[src/rtl/traffic_phase_scheduler.sv]
// Purpose: round-robin right-of-way scheduler for 4 vehicle phases + 1 ped phase (optional TLS_PREEMPT_EN).
// Latency: request seen in IDLE drives green/walk on the outputs after the next clock edge.
// Backpressure: none; requests are latched as pending until served, never dropped.
module traffic_phase_scheduler #(
    parameter int CNT_W            = 16,
    parameter int MIN_GREEN        = 10,
    parameter int MAX_GREEN        = 40,
    parameter int YELLOW_DURATION  = 5,
    parameter int ALL_RED_DURATION = 2,
    parameter int WALK_DURATION    = 20
) (
    input  logic       clk,
    input  logic       reset,
    input  logic [3:0] veh_req,
    input  logic       ped_req,
`ifdef TLS_PREEMPT_EN
    input  logic       preempt,
    input  logic [1:0] preempt_phase,
`endif
    output logic [7:0] lights,
    output logic       ped_walk,
    output logic [2:0] cur_phase
);

    typedef enum logic [2:0] {
        ST_IDLE,
        ST_GREEN,
        ST_YELLOW,
        ST_ALL_RED,
        ST_WALK
    } state_t;

    localparam logic [CNT_W-1:0] MIN_LAST  = CNT_W'(MIN_GREEN - 1);
    localparam logic [CNT_W-1:0] MAX_LAST  = CNT_W'(MAX_GREEN - 1);
    localparam logic [CNT_W-1:0] YEL_LAST  = CNT_W'(YELLOW_DURATION - 1);
    localparam logic [CNT_W-1:0] AR_LAST   = CNT_W'(ALL_RED_DURATION - 1);
    localparam logic [CNT_W-1:0] WALK_LAST = CNT_W'(WALK_DURATION - 1);
    localparam logic [CNT_W-1:0] TIMER_MAX = '1;

    state_t           state_q, state_d;
    logic [CNT_W-1:0] timer_q, timer_d;
    logic [1:0]       phase_q, phase_d;
    logic [3:0]       pend_q, pend_d;
    logic             pend_ped_q, pend_ped_d;
    logic [2:0]       last_q, last_d;
    logic [7:0]       lights_q, lights_d;
    logic             ped_walk_q, ped_walk_d;
    logic [2:0]       cur_phase_q, cur_phase_d;

    logic [4:0] view;
    logic       arb_vld;
    logic [2:0] arb_win;
    logic       compete;
    logic       arbitrate;
    logic       enter_green;
    logic [3:0] green_mask;
    logic [3:0] grant_mask;

    // Latched demand plus same-cycle requests; other-phase demand decides whether green may end.
    assign view    = {pend_ped_q | ped_req, pend_q | veh_req};
    assign compete = (|(view[3:0] & ~(4'b0001 << phase_q))) | view[4];

    // Round-robin search starting just after the last-served requester.
    always_comb begin
        int idx;
        arb_vld = 1'b0;
        arb_win = 3'd0;
        idx     = 0;
        for (int k = 1; k <= 5; k++) begin
            idx = (int'(last_q) + k) % 5;
            if (!arb_vld && view[idx]) begin
                arb_vld = 1'b1;
                arb_win = 3'(idx);
            end
        end
    end

    // Next-state, pending latches, timer and registered-output values.
    always_comb begin
        state_d     = state_q;
        phase_d     = phase_q;
        last_d      = last_q;
        arbitrate   = 1'b0;
        lights_d    = 8'hFF;
        ped_walk_d  = 1'b0;
        cur_phase_d = 3'd7;

        case (state_q)
            ST_IDLE: arbitrate = 1'b1;
            ST_GREEN: begin
`ifdef TLS_PREEMPT_EN
                if (preempt) begin
                    if (preempt_phase != phase_q)
                        state_d = ST_YELLOW;
                end else
`endif
                if (timer_q >= MIN_LAST && compete &&
                    (!veh_req[phase_q] || timer_q >= MAX_LAST))
                    state_d = ST_YELLOW;
            end
            ST_YELLOW: if (timer_q == YEL_LAST) state_d = ST_ALL_RED;
            ST_WALK: begin
                if (timer_q == WALK_LAST) state_d = ST_ALL_RED;
`ifdef TLS_PREEMPT_EN
                if (preempt) state_d = ST_ALL_RED;
`endif
            end
            ST_ALL_RED: if (timer_q == AR_LAST) arbitrate = 1'b1;
            default: state_d = ST_IDLE;
        endcase

        if (arbitrate) begin
            state_d = ST_IDLE;
`ifdef TLS_PREEMPT_EN
            if (preempt) begin
                // Preemption bypasses the round-robin pointer entirely.
                state_d = ST_GREEN;
                phase_d = preempt_phase;
            end else
`endif
            if (arb_vld) begin
                last_d = arb_win;
                if (arb_win == 3'd4) begin
                    state_d = ST_WALK;
                end else begin
                    state_d = ST_GREEN;
                    phase_d = arb_win[1:0];
                end
            end
        end

        enter_green = (state_d == ST_GREEN) && (state_q != ST_GREEN);
        green_mask  = (state_q == ST_GREEN) ? (4'b0001 << phase_q) : 4'b0000;
        grant_mask  = enter_green ? (4'b0001 << phase_d) : 4'b0000;
        pend_d      = (pend_q | (veh_req & ~green_mask)) & ~grant_mask;
        pend_ped_d  = (pend_ped_q | ped_req) &
                      !((state_d == ST_WALK) && (state_q != ST_WALK));

        if (state_d != state_q)
            timer_d = '0;
        else if (timer_q == TIMER_MAX)
            timer_d = timer_q;
        else
            timer_d = timer_q + 1'b1;

        case (state_d)
            ST_GREEN: begin
                lights_d[{phase_d, 1'b0} +: 2] = 2'b10;
                cur_phase_d                    = {1'b0, phase_d};
            end
            ST_YELLOW: begin
                lights_d[{phase_d, 1'b0} +: 2] = 2'b01;
                cur_phase_d                    = {1'b0, phase_d};
            end
            ST_WALK: begin
                ped_walk_d  = 1'b1;
                cur_phase_d = 3'd4;
            end
            default: ;
        endcase
    end

    // State and output registers; reset forces all-red immediately.
    always_ff @(posedge clk) begin
        if (reset) begin
            state_q     <= ST_IDLE;
            timer_q     <= '0;
            phase_q     <= 2'd0;
            pend_q      <= 4'd0;
            pend_ped_q  <= 1'b0;
            last_q      <= 3'd4;
            lights_q    <= 8'hFF;
            ped_walk_q  <= 1'b0;
            cur_phase_q <= 3'd7;
        end else begin
            state_q     <= state_d;
            timer_q     <= timer_d;
            phase_q     <= phase_d;
            pend_q      <= pend_d;
            pend_ped_q  <= pend_ped_d;
            last_q      <= last_d;
            lights_q    <= lights_d;
            ped_walk_q  <= ped_walk_d;
            cur_phase_q <= cur_phase_d;
        end
    end

    assign lights    = lights_q;
    assign ped_walk  = ped_walk_q;
    assign cur_phase = cur_phase_q;

endmodule

[config.mk]
export PLATFORM = sky130hd
export DESIGN_NAME = traffic_phase_scheduler
export DESIGN_NICKNAME = d
export VERILOG_FILES = /design/src/rtl/traffic_phase_scheduler.sv
export SDC_FILE = /design/constraint.sdc
export NUM_CORES = 1
export LEC_CHECK = 0
export CAP_MARGIN = 20
export CORE_MARGIN = 5
export CORE_UTILIZATION = 62
export DETAILED_ROUTE_END_ITERATION = 7
export PLACE_DENSITY = 0.81
export SYNTH_ARGS = -nofsm -noshare
export SYNTH_HDL_FRONTEND = slang
export SYNTH_SLANG_ARGS = --single-unit
[constraint.sdc]
create_clock -name clk -period 6.7 [get_ports clk]
set_clock_uncertainty 0.15 [all_clocks]
set_input_delay 2.01 -clock clk [delete_from_list [all_inputs] [get_ports clk]]
set_output_delay 2.01 -clock clk [all_outputs]
set_load 0.02 [all_outputs]
==> Implementation_results.wiki, run 1 <==
{| class="wikitable"
! Metric !! Value
|-
| Run status || complete, no violations
|-
| Required time at the endpoint of the critical path || around 6700 ps
|-
| Placement row count || 30
|-
| Pin count of the biggest net entering global routing || 31
|-
| Hold path cells || 2
|-
| Hold/Removal Path Class || reg -> reg
|-
| Flop2flop setup slack || 530 ps
|-
| Floorplan die height || 92.7 um
|-
| Setup CP Type || in -> reg
|-
| Clock sink total || about 40
|-
| Tightest Pin Transition || around 720 ps
|-
| Distinct cell type count of the synthesized netlist || between 90 and 100
|-
| Min-Delay Startpoint || pend_q[1]
|-
| Cts hold-fix bufs || 0
|-
| Worst flop-to-flop path endpoint || lights[7]
|-
| Number of global-route vias before repair || about 4000
|-
| Max-slew violation count || 0
|-
| Antenna violations before repair || 0
|-
| Shortest clock period the worst path allows after layout || approximately 6300 ps
|-
| Max transition margin || about half
|-
| Max_cap viols || 0
|-
| Total routing usage reported by global routing || between 20% and 30%
|-
| Most frequent cells in the layout || sky130_fd_sc_hd__nor2_1, sky130_fd_sc_hd__dfxtp_1, sky130_fd_sc_hd__nand2_1
|-
| CTS tree || done
|-
| Fin nets || 580
|-
| Setup TNS Final || 0 ps
|-
| Data arrival time of the critical path || about 6300 ps
|-
| Number of gates resized after cts || 0
|-
| Die outline width || a little over 90 um
|-
| Placeable core area || 6720 sq um
|-
| Count of input and output buffers || 18
|-
| Count of endpoints failing setup in the final report || 0
|-
| Launch instance of the worst register-to-register path || last_q[1]
|-
| Launching element type of the critical path || input pin
|-
| Root Buffer || sky130_fd_sc_hd__clkbuf_8
|-
| Leftover overflow at the end of global routing || 0
|-
| Hold Crit Endpoint || pend_q[1]
|-
| Unrepaired setup endpoints after global routing || false
|-
| Worst-path clk slew || about 80 ps
|-
| Number of hold-slack violations in the final timing report || 0
|-
| Maximum root-to-sink buffer count || 2
|-
| Initial core utilization || ~63%
|-
| Most common library cell in the layout ignoring fill and taps || sky130_fd_sc_hd__nor2_1
|-
| Async set-reset flop share out of synthesis || 0%
|-
| P&R area growth vs syn || 7.67%
|-
| Number of register bits inferred by synthesis || a little over 40
|-
| Post-synth net total || roughly 570
|-
| Final Cycle Share || a little over 90%
|-
| Routed wire length || between 10 and 15 mm
|-
| Setup Buffers After CTS || 0
|-
| Number of flops mapped to enable cells by yosys || 0
|-
| Crit path capture type || register
|-
| Num CTS Buffers || 5
|-
| Dominant register cell in the synthesized netlist || sky130_fd_sc_hd__dfxtp_1
|-
| Post-synthesis sequential area ratio || between 10% and 20%
|-
| Clock latency at the later pin of the worst-skew pair || ~290 ps
|-
| Number of cells produced by synthesis || about 530
|-
| Area of the mapped netlist || 4240 sq um
|-
| Drt initial violations || between 200 and 300
|-
| Ant diodes || 0
|-
| Die footprint || approximately 8600 sq um
|-
| Estimated wirelength of the detail-placed design || 7.78 mm
|-
| Number of cell instances on the worst register-to-register path || 23
|-
| Vias per cell || roughly 6.6
|-
| Yosys warning count || 0
|-
| Post-route antenna net violation count || 0
|-
| Drt first pass iters || 5
|-
| Depth of the CTS H-tree || 2
|-
| Peak clock frequency supported by timing || approximately 0.16 GHz
|-
| Share of cells above drive strength 1 || between 10% and 20%
|-
| Wire length of the first global-routing pass || between 15 and 20 mm
|-
| Total vias in the final route || 4065
|-
| Mean post-synth cell area || between 8 and 9 sq um
|-
| Worst-path maximum fanout || 7
|-
| Avg WL per Cell || around 17 um
|-
| Placer Congestion || roughly 0.93
|-
| I/O pin cnt || 19
|-
| DRC violation count after routing || 0
|}
layer usage:
layer | global-route usage [%] | wire, um | vias to the layer above
met5 | 0 | 0 | -
met3 | 3.41 | 487 | 29
met4 | 10.9 | 256 | 0
met2 | 42.7 | 5180 | 143
met1 | 31.3 | 4560 | 1928
li1 | - | - | 1965
kinds of logic (layout without fill, tap and decap cells):
| group | Yosys count | count (layout) | synth area share (%) |
|---|---|---|---|
| adders and majority gates | 34 | 34 | 10.0 |
| xor gates and xnor gates | 22 | 22 | 5.07 |
| DFF | 41 | 41 | 19.3 |
| AOI/OAI and AO/OA | 156 | 156 | 28.9 |
| buffers and inverters | 50 | 62 | 6.13 |
| muxes | 11 | 11 | 3.89 |
| and+or+nand+nor | 214 | 214 | 26.6 |
synth_stat cells (7+ instances only):
cell | number | area, sq um
sky130_fd_sc_hd__o21a_1 | 8 | 60.1
sky130_fd_sc_hd__o21ai_0 | 21 | 105
sky130_fd_sc_hd__dfxtp_1 | 41 | 821
sky130_fd_sc_hd__o22ai_1 | 7 | 43.8
sky130_fd_sc_hd__o211ai_1 | 10 | 75.1
sky130_fd_sc_hd__nand2_1 | 36 | 135
sky130_fd_sc_hd__nor3_1 | 24 | 120
sky130_fd_sc_hd__nand3_1 | 24 | 120
sky130_fd_sc_hd__nor2b_1 | 11 | 68.8
sky130_fd_sc_hd__a21oi_1 | 31 | 155
sky130_fd_sc_hd__xnor2_1 | 12 | 105
sky130_fd_sc_hd__a211oi_1 | 9 | 67.6
sky130_fd_sc_hd__nand4_1 | 11 | 68.8
sky130_fd_sc_hd__nor2_1 | 45 | 169
sky130_fd_sc_hd__clkbuf_1 | 10 | 37.5
sky130_fd_sc_hd__xor2_1 | 7 | 61.3
sky130_fd_sc_hd__nand2b_1 | 10 | 62.6
sky130_fd_sc_hd__and2_1 | 8 | 50.1
sky130_fd_sc_hd__inv_1 | 22 | 82.6
sky130_fd_sc_hd__or2_2 | 7 | 43.8
sky130_fd_sc_hd__ha_1 | 34 | 425
worst max-delay path, stage by stage:
cell and delay [ps]:
sky130_fd_sc_hd__clkdlybuf4s50_1 510, sky130_fd_sc_hd__or2_2 370, sky130_fd_sc_hd__o221ai_1 280, sky130_fd_sc_hd__a21oi_1 130, sky130_fd_sc_hd__a221oi_2 280, sky130_fd_sc_hd__or3b_2 480
sky130_fd_sc_hd__a41o_1 250, sky130_fd_sc_hd__a32o_2 260, sky130_fd_sc_hd__or2_1 340, sky130_fd_sc_hd__a21oi_1 350, sky130_fd_sc_hd__inv_1 140, sky130_fd_sc_hd__ha_1 240
sky130_fd_sc_hd__nor2b_1 160, sky130_fd_sc_hd__and3_1 230, sky130_fd_sc_hd__a221oi_1 260
layout make-up:
type                       instances  area (sq um)
sequential                        41           821
timing repair buffer              27           248
inverter                          27           104
fill                             568          2150
clock inverter                     3          65.1
clock buffer                       5          68.8
tap                               80           100
multi-input combinational        437          3160
how the worst max path moves through the flow:
| stage | start | end | depth (start not counted) |
|---|---|---|---|
| 5_1_grt | last_q[1] | lights[3] | 23 |
| 6_report | veh_req[2] | lights[7] | 15 |
| 2_1_floorplan | last_q[0] | lights[1] | 25 |
| 3_5_place_dp | veh_req[0] | lights[1] | 16 |
| 4_1_cts | veh_req[0] | lights[3] | 16 |
| 3_3_place_gp | veh_req[2] | lights[1] | 15 |
stage by stage:
step	cells	hold slack, ps	setup WS (ps)	area [sq um]	util (%)
after floorplan	528	351	815	4240	-
after global placement	612	391	377	4430	66.0
after detailed placement	612	383	255	4430	66.0
after CTS	620	393	504	4570	68.0
after global routing	620	439	61.7	4570	68.0
final	620	393	435	4570	68.0
registers in the layout (all words and copies together), names as in the netlist:
name and flops:
timer_q 16, lights 8, pend_q 4, cur_phase 3, last_q 3, state_q 3
phase_q 2, ped_walk 1, pend_ped_q 1
Power of run 1 is left out: the tool's default activity adds up to more than one toggle a clock period on the data nets, which glitch-free logic cannot reach.
==> run 2, diff against run 1 <==
==> constraint.sdc (replaced) <==
create_clock -name clk -period 6.7 [get_ports clk]
set_clock_uncertainty 0.15 [all_clocks]
set_input_delay 1.34 -clock clk [delete_from_list [all_inputs] [get_ports clk]]
set_output_delay 1.34 -clock clk [all_outputs]
set_load 0.02 [all_outputs]
==> run 2 against run 1 <==
Compared with the run above:
- core utilization decreased by 0.95 points
- cell count decreased by 0.65%
- critical path depth increased by 9
- worst hold slack got worse by 4.0 ps
- clock-buffer cell count increased by 2
- non-clock buffer count decreased by 3
- global-route usage decreased by 1.2 points
- final area decreased by 1.4%
- die area unchanged
- register-to-register slack got worse by 160 ps
- via count decreased by 2.4%
- wire length decreased by 3.9%
- critical path type is now reg -> reg
==> Implementation_results.wiki, run 2 (synthesized netlist as in run 1, its figures left out) <==
{| class="wikitable"
! Metric !! Value
|-
| Hold/Removal Path Class || reg -> reg
|-
| Estimated wirelength of the detail-placed design || 7.68 mm (-1.4%)
|-
| Tightest Pin Transition || 728 ps (+3.01 ps)
|-
| Clock sink total || 41 (unchanged)
|-
| Count of endpoints failing setup in the final report || 0 (unchanged)
|-
| Setup CP Type || reg -> reg
|-
| Setup TNS Final || 0 ps (unchanged)
|-
| Ant diodes || 0 (unchanged)
|-
| I/O pin cnt || 19 (unchanged)
|-
| Largest register FFs || 16 (unchanged)
|-
| Count of input and output buffers || 18 (unchanged)
|-
| Die outline width || 92.7 um (unchanged)
|-
| Share of cells above drive strength 1 || 13.4% (-0.46 points)
|-
| Die footprint || 8600 sq um (unchanged)
|-
| Max-slew violation count || 0 (unchanged)
|-
| Floorplan die height || 92.7 um (unchanged)
|-
| Launch instance of the worst register-to-register path || last_q[1]
|-
| Worst-path clk slew || 80 ps (about the same)
|-
| Hold path cells || 2 (unchanged)
|-
| Min-Delay Startpoint || pend_q[1]
|-
| Run status || complete, no violations
|-
| Total vias in the final route || 3968 (-2.4%)
|-
| Worst flop-to-flop path endpoint || lights[1]
|-
| Number of cell instances on the worst register-to-register path || 24 (+4.3%)
|-
| Required time at the endpoint of the critical path || 6720 ps (-20 ps)
|-
| Worst-path maximum fanout || 11 (+4)
|-
| Peak clock frequency supported by timing || 0.158 GHz (-0.97%)
|-
| Fin nets || 577 (-0.52%)
|-
| DRC violation count after routing || 0 (unchanged)
|-
| Crit path capture type || register
|-
| Most common library cell in the layout ignoring fill and taps || sky130_fd_sc_hd__nor2_1
|-
| P&R area growth vs syn || 6.16%
|-
| Shortest clock period the worst path allows after layout || 6330 ps (+61.5 ps)
|-
| Pin count of the biggest net entering global routing || 30 (-3.2%)
|-
| Max transition margin || 51.4% (-0.20 points)
|-
| Wire length of the first global-routing pass || 17.1 mm (-5.5%)
|-
| Number of global-route vias before repair || 3747 (-5.9%)
|-
| Setup Buffers After CTS || 0 (unchanged)
|-
| Hold Crit Endpoint || pend_q[1]
|-
| Placement row count || 30 (unchanged)
|-
| Depth of the CTS H-tree || 2 (unchanged)
|-
| Placer Congestion || 0.957 (+2.5%)
|-
| Launching element type of the critical path || register
|-
| Unrepaired setup endpoints after global routing || false
|-
| Post-route antenna net violation count || 0 (unchanged)
|-
| Leftover overflow at the end of global routing || 0 (unchanged)
|-
| Most frequent cells in the layout || sky130_fd_sc_hd__nor2_1, sky130_fd_sc_hd__dfxtp_1, sky130_fd_sc_hd__nand2_1
|-
| Drt first pass iters || 5 (unchanged)
|-
| Flop2flop setup slack || 370 ps (-160 ps)
|-
| Largest Register || timer_q
|-
| Num CTS Buffers || 5 (unchanged)
|-
| Total routing usage reported by global routing || 23.8% (-1.2 points)
|-
| Root Buffer || sky130_fd_sc_hd__clkbuf_8
|-
| Maximum root-to-sink buffer count || 2 (unchanged)
|-
| Max_cap viols || 0 (unchanged)
|-
| Drt initial violations || 241 (-11%)
|-
| Avg WL per Cell || 16.4 um (-3.2%)
|-
| Clock latency at the later pin of the worst-skew pair || 290 ps (about the same)
|-
| Routed wire length || 10.1 mm (-3.9%)
|-
| CTS tree || done
|-
| Final Cycle Share || 94.4% (+0.92 points)
|-
| Number of hold-slack violations in the final timing report || 0 (unchanged)
|-
| Initial core utilization || 63.1% (unchanged)
|-
| Vias per cell || 6.44 (-1.8%)
|-
| Antenna violations before repair || 0 (unchanged)
|-
| Data arrival time of the critical path || 6350 ps (+50 ps)
|-
| Placeable core area || 6720 sq um (unchanged)
|}
[run 2: cell count changes in the layout (fill, tap and decap cells not counted)]
cell                        delta
sky130_fd_sc_hd__ha_1          -1
sky130_fd_sc_hd__bufinv_16     -2
sky130_fd_sc_hd__a21oi_2       +1
sky130_fd_sc_hd__buf_4         -3
sky130_fd_sc_hd__a21oi_1       -1
sky130_fd_sc_hd__ha_2          +1
sky130_fd_sc_hd__clkbuf_8      +1
sky130_fd_sc_hd__clkbuf_1      +1
sky130_fd_sc_hd__clkinv_2      -1
[run 2: layout make-up]
class,instances,area [sq um]
clock buffers,7,86.3
fillers,580,2210
inverters,27,104
multi-input cells,437,3170
flip-flops and latches,41,821
well taps,80,100
repair buffers,24,225
[run 2: through the flow]
stage	instance area [sq um]	hold WS, ps	worst slack (ps)	util, %	cells
2_1_floorplan	4240	351	815	-	528
3_3_place_gp	4410	378	565	65.7	609
3_5_place_dp	4410	383	300	65.7	609
4_1_cts	4500	388	268	66.9	616
5_1_grt	4500	438	15.7	67.0	616
6_report	4500	389	374	67.0	616
[run 2: worst max path at each step]
stage / slack [ps] / to / from
5_1_grt: 20 / lights[1] / last_q[1]
3_3_place_gp: 560 / lights[1] / last_q[1]
6_report: 370 / lights[1] / last_q[1]
4_1_cts: 270 / lights[1] / last_q[1]
2_1_floorplan: 820 / lights[1] / last_q[0]
3_5_place_dp: 300 / lights[1] / last_q[1]
[run 2: metal layers]
layer / track usage (%) / share of wire (%) / vias up
met5: 0 / 0 / -
met4: 7.94 / 2.0 / 0
met3: 3.09 / 4.2 / 20
met2: 41.5 / 48 / 126
met1: 30.2 / 46 / 1846
li1: - / - / 1976
[run 2: worst max-delay path: stages, from the launching register on]
cell                       delay, ps
sky130_fd_sc_hd__dfxtp_1         590
sky130_fd_sc_hd__ha_2            370
sky130_fd_sc_hd__xnor2_2         190
sky130_fd_sc_hd__inv_2           160
sky130_fd_sc_hd__ha_1            260
sky130_fd_sc_hd__o31ai_1         300
sky130_fd_sc_hd__o31ai_2         120
sky130_fd_sc_hd__xnor2_1         140
sky130_fd_sc_hd__buf_4           160
sky130_fd_sc_hd__ha_1            220
sky130_fd_sc_hd__nor2b_1         140
sky130_fd_sc_hd__a21oi_1         220
sky130_fd_sc_hd__a21boi_4        130
sky130_fd_sc_hd__or3_2           440
sky130_fd_sc_hd__a211o_1         330
sky130_fd_sc_hd__a31oi_2         200
sky130_fd_sc_hd__o21ai_1          80
sky130_fd_sc_hd__a32o_2          290
sky130_fd_sc_hd__or2_1           350
sky130_fd_sc_hd__a21oi_4         360
sky130_fd_sc_hd__ha_1            360
sky130_fd_sc_hd__inv_1           120
sky130_fd_sc_hd__nor2_1          220
sky130_fd_sc_hd__and4_1          260
sky130_fd_sc_hd__a221oi_2         40
[run 2: what timing repair did]
action,4_1_cts,5_1_grt
setup endpoints to repair,0,5
resized for setup,0,2
hold buffers,0,0
Power of run 2 is left out for the same reason.
